File: config.mk
export PLATFORM = sky130hd
export DESIGN_NAME = jtag_scan_sequencer_flat
export DESIGN_NICKNAME = d
export VERILOG_FILES = /design/src/rtl/jtag_scan_sequencer_if.sv /design/src/rtl/jtag_scan_sequencer.sv /design/src/flat_wrapper.sv
export SDC_FILE = /design/constraint.sdc
export NUM_CORES = 1
export LEC_CHECK = 0
export ABC_AREA = 0
export CORE_MARGIN = 2
export CORE_UTILIZATION = 54
export CTS_CLUSTER_DIAMETER = 30
export DETAILED_ROUTE_END_ITERATION = 10
export MAX_ROUTING_LAYER = met4
export PLACE_DENSITY_LB_ADDON = 0.25
export REMOVE_ABC_BUFFERS = 1
export SLEW_MARGIN = 10
export SYNTH_ARGS = -nofsm -noshare
export SYNTH_HDL_FRONTEND = slang
export SYNTH_SLANG_ARGS = --single-unit
File: constraint.sdc
create_clock -name tck_i -period 2.5 [get_ports tck_i]
set_input_delay 0.375 -clock tck_i [delete_from_list [all_inputs] [get_ports tck_i]]
set_output_delay 0.375 -clock tck_i [all_outputs]
set_load 0.02 [all_outputs]
File: src/rtl/jtag_scan_sequencer_if.sv
// Command/response bundle between a scan host and jtag_scan_sequencer.
// JTAG_SCAN_SEQ_TLR_CMD_EN adds the cmd_tlr request bit.
interface jtag_scan_sequencer_if #(
    parameter int MAX_LEN = 32,
    parameter int LEN_W   = $clog2(MAX_LEN + 1)
);
    logic               cmd_valid;
    logic               cmd_ready;
    logic               cmd_ir;
    logic [LEN_W-1:0]   cmd_len;
    logic [MAX_LEN-1:0] cmd_data;
`ifdef JTAG_SCAN_SEQ_TLR_CMD_EN
    logic               cmd_tlr;
`endif
    logic               rsp_valid;
    logic               rsp_ready;
    logic [MAX_LEN-1:0] rsp_data;
    logic               rsp_err;

`ifdef JTAG_SCAN_SEQ_TLR_CMD_EN
    modport master (
        output cmd_valid, cmd_ir, cmd_len, cmd_data, cmd_tlr, rsp_ready,
        input  cmd_ready, rsp_valid, rsp_data, rsp_err
    );
    modport slave (
        input  cmd_valid, cmd_ir, cmd_len, cmd_data, cmd_tlr, rsp_ready,
        output cmd_ready, rsp_valid, rsp_data, rsp_err
    );
`else
    modport master (
        output cmd_valid, cmd_ir, cmd_len, cmd_data, rsp_ready,
        input  cmd_ready, rsp_valid, rsp_data, rsp_err
    );
    modport slave (
        input  cmd_valid, cmd_ir, cmd_len, cmd_data, rsp_ready,
        output cmd_ready, rsp_valid, rsp_data, rsp_err
    );
`endif
endinterface

File: src/rtl/jtag_scan_sequencer.sv
// Walks the TAP graph for one IR/DR scan per command, LSB-first shift.
// JTAG_SCAN_SEQ_TLR_CMD_EN enables test-logic-reset commands.
module jtag_scan_sequencer #(
    parameter int MAX_LEN = 32,
    parameter int LEN_W   = $clog2(MAX_LEN + 1)
) (
    input  logic                  tck_i,
    input  logic                  rst_ni,
    jtag_scan_sequencer_if.slave  bus,
    output logic                  tms_o,
    output logic                  tdi_o,
    input  logic                  tdo_i
);
    typedef enum logic [3:0] {
        TLR_SEQ, IDLE, SEL_DR, SEL_IR, CAPTURE,
        SHIFT, EXIT1, UPDATE, RSP
    } state_t;

    state_t             state;
    logic [2:0]         tlr_cnt;
    logic               tlr_cmd_q;
    logic               ir_q;
    logic [LEN_W-1:0]   len_q;
    logic [LEN_W-1:0]   cnt;
    logic [MAX_LEN-1:0] data_q;
    logic [MAX_LEN-1:0] cap_q;
    logic [MAX_LEN-1:0] rsp_data_q;
    logic               ready_q;
    logic               rsp_valid_q;
    logic               rsp_err_q;
    logic               tlr_req;
    logic               len_bad;

`ifdef JTAG_SCAN_SEQ_TLR_CMD_EN
    assign tlr_req = bus.cmd_tlr;
`else
    assign tlr_req = 1'b0;
`endif

    assign len_bad = (bus.cmd_len == '0) ||
                     (bus.cmd_len > LEN_W'(MAX_LEN));

    assign bus.cmd_ready = ready_q;
    assign bus.rsp_valid = rsp_valid_q;
    assign bus.rsp_data  = rsp_data_q;
    assign bus.rsp_err   = rsp_err_q;

    always_ff @(posedge tck_i or negedge rst_ni) begin
        if (!rst_ni) begin
            state       <= TLR_SEQ;
            tlr_cnt     <= '0;
            tlr_cmd_q   <= 1'b0;
            ir_q        <= 1'b0;
            len_q       <= '0;
            cnt         <= '0;
            data_q      <= '0;
            cap_q       <= '0;
            rsp_data_q  <= '0;
            ready_q     <= 1'b0;
            rsp_valid_q <= 1'b0;
            rsp_err_q   <= 1'b0;
            tms_o       <= 1'b1;
            tdi_o       <= 1'b0;
        end else begin
            unique case (state)
                // Five edges see tms=1, the sixth sees tms=0 (Run-Test/Idle).
                TLR_SEQ: begin
                    tlr_cnt <= tlr_cnt + 3'd1;
                    if (tlr_cnt == 3'd4) tms_o <= 1'b0;
                    if (tlr_cnt == 3'd5) begin
                        tlr_cnt <= '0;
                        tms_o   <= 1'b0;
                        if (tlr_cmd_q) begin
                            tlr_cmd_q   <= 1'b0;
                            state       <= RSP;
                            rsp_valid_q <= 1'b1;
                            rsp_err_q   <= 1'b0;
                            rsp_data_q  <= '0;
                        end else begin
                            state   <= IDLE;
                            ready_q <= 1'b1;
                        end
                    end
                end
                IDLE: begin
                    tms_o <= 1'b0;
                    if (bus.cmd_valid) begin
                        ready_q <= 1'b0;
                        ir_q    <= bus.cmd_ir;
                        len_q   <= bus.cmd_len;
                        data_q  <= bus.cmd_data;
                        cap_q   <= '0;
                        cnt     <= '0;
                        if (tlr_req) begin
                            state     <= TLR_SEQ;
                            tlr_cnt   <= '0;
                            tlr_cmd_q <= 1'b1;
                            tms_o     <= 1'b1;
                        end else if (len_bad) begin
                            state       <= RSP;
                            rsp_valid_q <= 1'b1;
                            rsp_err_q   <= 1'b1;
                            rsp_data_q  <= '0;
                        end else begin
                            state <= SEL_DR;
                            tms_o <= 1'b1;
                        end
                    end
                end
                SEL_DR: begin
                    tms_o <= ir_q;
                    state <= ir_q ? SEL_IR : CAPTURE;
                end
                SEL_IR: begin
                    tms_o <= 1'b0;
                    state <= CAPTURE;
                end
                CAPTURE: begin
                    tms_o <= 1'b0;
                    cnt   <= '0;
                    state <= SHIFT;
                end
                // cnt==0 is the Capture->Shift cycle; cnt==k+1 presents bit k.
                SHIFT: begin
                    if (cnt != '0)
                        cap_q <= cap_q | (MAX_LEN'(tdo_i) << (cnt - 1'b1));
                    if (cnt == len_q) begin
                        tms_o <= 1'b1;
                        tdi_o <= 1'b0;
                        state <= EXIT1;
                    end else begin
                        tdi_o  <= data_q[0];
                        data_q <= data_q >> 1;
                        tms_o  <= (cnt == len_q - 1'b1);
                        cnt    <= cnt + 1'b1;
                    end
                end
                EXIT1: begin
                    tms_o <= 1'b0;
                    state <= UPDATE;
                end
                UPDATE: begin
                    tms_o       <= 1'b0;
                    state       <= RSP;
                    rsp_valid_q <= 1'b1;
                    rsp_err_q   <= 1'b0;
                    rsp_data_q  <= cap_q;
                end
                RSP: begin
                    tms_o <= 1'b0;
                    if (bus.rsp_ready) begin
                        rsp_valid_q <= 1'b0;
                        rsp_err_q   <= 1'b0;
                        ready_q     <= 1'b1;
                        state       <= IDLE;
                    end
                end
                default: state <= TLR_SEQ;
            endcase
        end
    end
endmodule
File: src/flat_wrapper.sv
// flat-port wrapper written by rule: the top's interface ports become plain ports
module jtag_scan_sequencer_flat 
#(
    parameter int MAX_LEN = 32,
    parameter int LEN_W   = $clog2(MAX_LEN + 1)
)
  (tck_i, rst_ni, tms_o, tdi_o, tdo_i, bus_cmd_valid, bus_cmd_ir, bus_cmd_len, bus_cmd_data, bus_rsp_ready, bus_cmd_ready, bus_rsp_valid, bus_rsp_data, bus_rsp_err);
  jtag_scan_sequencer_if #(.MAX_LEN(MAX_LEN), .LEN_W(LEN_W)) bus_i ();
  input  logic tck_i;
  input  logic rst_ni;
  output logic tms_o;
  output logic tdi_o;
  input  logic tdo_i;
  input wire logic [$bits(bus_i.cmd_valid)-1:0] bus_cmd_valid;
  input wire logic [$bits(bus_i.cmd_ir)-1:0] bus_cmd_ir;
  input wire logic [$bits(bus_i.cmd_len)-1:0] bus_cmd_len;
  input wire logic [$bits(bus_i.cmd_data)-1:0] bus_cmd_data;
  input wire logic [$bits(bus_i.rsp_ready)-1:0] bus_rsp_ready;
  output wire logic [$bits(bus_i.cmd_ready)-1:0] bus_cmd_ready;
  output wire logic [$bits(bus_i.rsp_valid)-1:0] bus_rsp_valid;
  output wire logic [$bits(bus_i.rsp_data)-1:0] bus_rsp_data;
  output wire logic [$bits(bus_i.rsp_err)-1:0] bus_rsp_err;
  assign bus_i.cmd_valid = bus_cmd_valid;
  assign bus_i.cmd_ir = bus_cmd_ir;
  assign bus_i.cmd_len = bus_cmd_len;
  assign bus_i.cmd_data = bus_cmd_data;
  assign bus_i.rsp_ready = bus_rsp_ready;
  assign bus_cmd_ready = bus_i.cmd_ready;
  assign bus_rsp_valid = bus_i.rsp_valid;
  assign bus_rsp_data = bus_i.rsp_data;
  assign bus_rsp_err = bus_i.rsp_err;
  jtag_scan_sequencer #(.MAX_LEN(MAX_LEN), .LEN_W(LEN_W)) u_core (.tck_i(tck_i), .rst_ni(rst_ni), .bus(bus_i), .tms_o(tms_o), .tdi_o(tdi_o), .tdo_i(tdo_i));
endmodule
==> flow_summary_export.csv <==
group,metric,value,unit
outcome,status,"complete, no violations",
sta,setup_ws,0.311,ns
sta,slew_violations,0,
synth,syn_avg_cell_area,10.4,um^2
sta,skew,0.0142,ns
synth,async_flop_share,100,%
cells_and_area,seq_area,3030,um^2
power_and_ir_drop,p_per_area,1170,nW/um^2
detailed_routing,highest_layer,"met4",
clocking,ctsResizeCount,0,
cells_and_area,fin_cells,757,
floorplanning,num_rows,36,
worst_setup_path,path_class,"flop to flop",
detailed_routing,wl_met1,5460,um
synth,ys_seq_area_share,55.1,%
cells_and_area,antenna_cells,0,
synth,ys_ff_latch,121,
global_route,antenna_found_initial,0,
clocking,clock-sinks,121,
floorplanning,coreArea,9820,um^2
synth,ys.flop_type,"dfrtp_1",
cells_and_area,syn_to_final_growth,30.7,%
power_and_ir_drop,leakagePower,3.38,nW
detailed_routing,vias_per_cell,5.73,
synth,synth_area_leader_cell,"dfrtp_1",
detailed_routing,finalWirelength,12700,um
hold_path,hold_path_class,"input port to asynchronous set/reset pin",
placement,pre_cts_ws,0.0472,ns
clocking,clk-insertion-delay-late,0.51,ns
synth,synth.most_common_cell,"dfrtp_1",
worst_setup_path,rr_endpoint,"u_core.cap_q[8]",
worst_setup_path,arrival,2.57,ns
cells_and_area,fin_nets,658,
clocking,postCtsHoldBufs,1,
cells_and_area,fillers,724,
sta,clock.fmax,0.457,GHz
worst_setup_path,timing.rr.start,"u_core.cnt[0]",
detailed_routing,dr.pass1.iters,5,
floorplanning,chipWidth,105,um
floorplanning,io-pin-count,81,
worst_setup_path,endpoint_kind,"flop",
job,maxCapViolations,0,
synth,synth_edf_count,0,
worst_setup_path,r2r_slack,0.31,ns
sta,fin_crit_sh,87.6,%
clocking,postCtsSetupRepairBufs,0,
worst_setup_path,slowest_stage,"dfrtp_1",
worst_setup_path,critPathRequiredTime,2.89,ns
clocking,cts_tree,"built",
global_route,grt_overflow,0,
global_route,globalRouteTotalUtil,24.7,%
placement,hpwl,8270,um
synth,syn-cell-area,5500,um^2
cells_and_area,final_layout_size_suffix_gt1_share,10.1,%
synth,postSynthCellCount,528,
worst_setup_path,crit_chain,"inv_1, ha_1, nor3b_2, mux2i_1, a32o_1, nand2_1, o21ai_0",
clocking,clk_pin_slew_worst_paths,0.06,ns
clocking,cts_root_buffer,"clkbuf_8",
sta,tightest_slew,0.726,ns
worst_setup_path,reg2regPathDepth,7,
detailed_routing,drc,0,
synth,synth_cell_types,47,
global_route,grt_pass1_wl,21200,um
floorplanning,start_util,56.0,%
detailed_routing,dr.first_iter.drc_count,238,
detailed_routing,detail_route.wl_per_cell,16.8,um
placement,portBuffers,80,
synth,synthTopCellsByCount,"120 x dfrtp_1, 57 x o21ai_0, 53 x nand2_1, 41 x nand3_1, 40 x a22o_1",
placement,dp.cells,724,
sta,period_needed,2.19,ns
detailed_routing,ant_nets,0,
global_route,grt_max_degree,50,
power_and_ir_drop,irDropWorstVdd,701,uV
clocking,numCtsBuffers,17,
clocking,htreeDepth,4,
synth,synth_area_leaders,"dfrtp_1 55%, a22o_1 6.4%, mux2i_1 6.0%",
placement,dpl_cell_area,6490,um^2
detailed_routing,route.met2.wl,6440,um
sta,rsz0062_at_grt,"no",
placement,routabilityCongestion,0.823,
floorplanning,dieArea,11000,um^2
sta,hold_viol,0,
clocking,clockBufferDepth,2,
synth,yosysTopAreaCellShare,54.6,%
synth,ys_warn_count,0,
worst_setup_path,max_stage_delay,0.45,ns
sta,setup_violations,0,
worst_setup_path,cp-start-kind,"flop",
cells_and_area,finish.instance_area,7180,um^2
worst_setup_path,critPathMaxFanout,7,
detailed_routing,vias,4338,
sta,relSlewSlack,51.3,%
global_route,grt_pass1_vias,4316,
floorplanning,die_y,105,um
detailed_routing,wl_met3,554,um
cells_and_area,multi_input_area,2270,um^2
[metrics by stage]
stage	setup TNS, ns	hold slack (ns)	total power [mW]	utilization, %
global placement	0	0.363	5.47	66.1
floorplan	-53.16	0.0794	4.63	-
CTS	0	0.385	8.44	73.2
finish	0	0.371	8.41	73.2
global route	0	0.409	8.91	73.2
detailed placement	0	0.365	5.62	66.1
[layer usage]
metal | vias up | global-route usage, %
li1 | 2059 | -
met1 | 2133 | 29.9
met2 | 121 | 40.4
met3 | 25 | 5.93
met4 | 0 | 9.52
met5 | - | -
[flip-flops by register name, indices dropped and copies added (netlist names)]
signal and count:
u_core.bus.cmd_ready 1, u_core.bus.rsp_data 32, u_core.bus.rsp_err 1, u_core.bus.rsp_valid 1
u_core.cap_q 32, u_core.cnt 6, u_core.data_q 32, u_core.ir_q 1
u_core.len_q 6, u_core.state 4, u_core.tdi_o 1, u_core.tlr_cnt 3
u_core.tms_o 1
[power breakdown]
part           internal, mW  total (mW)  switching [mW]  leakage [nW]
clock network          1.88        2.79           0.901         0.325
registers              2.44        2.79           0.356          1.61
logic                  1.18        2.83            1.65          1.45
total                  5.51        8.41            2.90          3.38
[cell usage in the layout, fill, tap and decap left out, drive strengths merged, types with 4 or more instances in the layout]
| cell type | count |
|---|---|
| xor2 | 4 |
| bufinv | 6 |
| nor2b | 5 |
| and2 | 4 |
| a22o | 40 |
| clkdlybuf4s50 | 79 |
| inv | 13 |
| nand2b | 6 |
| o21ai | 59 |
| nand3 | 41 |
| nor3 | 16 |
| nor3b | 4 |
| a21oi | 15 |
| nand2 | 53 |
| xnor2 | 12 |
| a32o | 6 |
| nor2 | 26 |
| buf | 21 |
| clkbuf | 19 |
| or3 | 4 |
| dfrtp | 120 |
| mux2i | 33 |
[kinds of logic (layout without fill, tap and decap cells)]
group / count (synthesis) / after routing / share of synthesized area (%)
multiplexers: 34 / 34 / 6.22
AND/OR/NAND/NOR: 175 / 175 / 15.6
XOR/XNOR: 16 / 16 / 2.55
buffers and inverters: 48 / 144 / 3.87
AO/OA/AOI/OAI: 131 / 131 / 15.9
flip-flops: 121 / 121 / 55.1
adder cells (fa/ha/maj): 3 / 3 / 0.683
[worst max-delay path by stage]
stage | start | endpoint | slack, ns | cells past startpoint
CTS | u_core.cnt[4] | u_core.cnt[2] | 0.32 | 5
finish | u_core.cnt[0] | u_core.cap_q[8] | 0.31 | 7
detailed placement | bus_cmd_len[0] | u_core.bus.rsp_data[6] | 0.05 | 7
global placement | bus_cmd_len[0] | u_core.bus.rsp_data[23] | 0.07 | 7
floorplan | u_core.cnt[4] | u_core.data_q[0] | -1.41 | 5
global route | u_core.cnt[4] | u_core.cnt[3] | 0.14 | 5
[area by class of cell]
class | count | area share, %
tap | 133 | 2.32
clock buffer | 19 | 6.15
clock inverter | 13 | 3.33
timing repair buffer | 101 | 13.9
multi-input combinational | 359 | 31.6
inverter | 11 | 0.575
sequential | 121 | 42.2
[critical path: cells and delay by family (launching register included)]
family	cells	cell delay [ns]
multiplexers	1	0.22
flip-flops	1	0.45
AND/OR/NAND/NOR	2	0.48
AO/OA/AOI/OAI	2	0.57
buffers and inverters	1	0.11
adder cells (fa/ha/maj)	1	0.24
(Power assumes the default switching activity.)
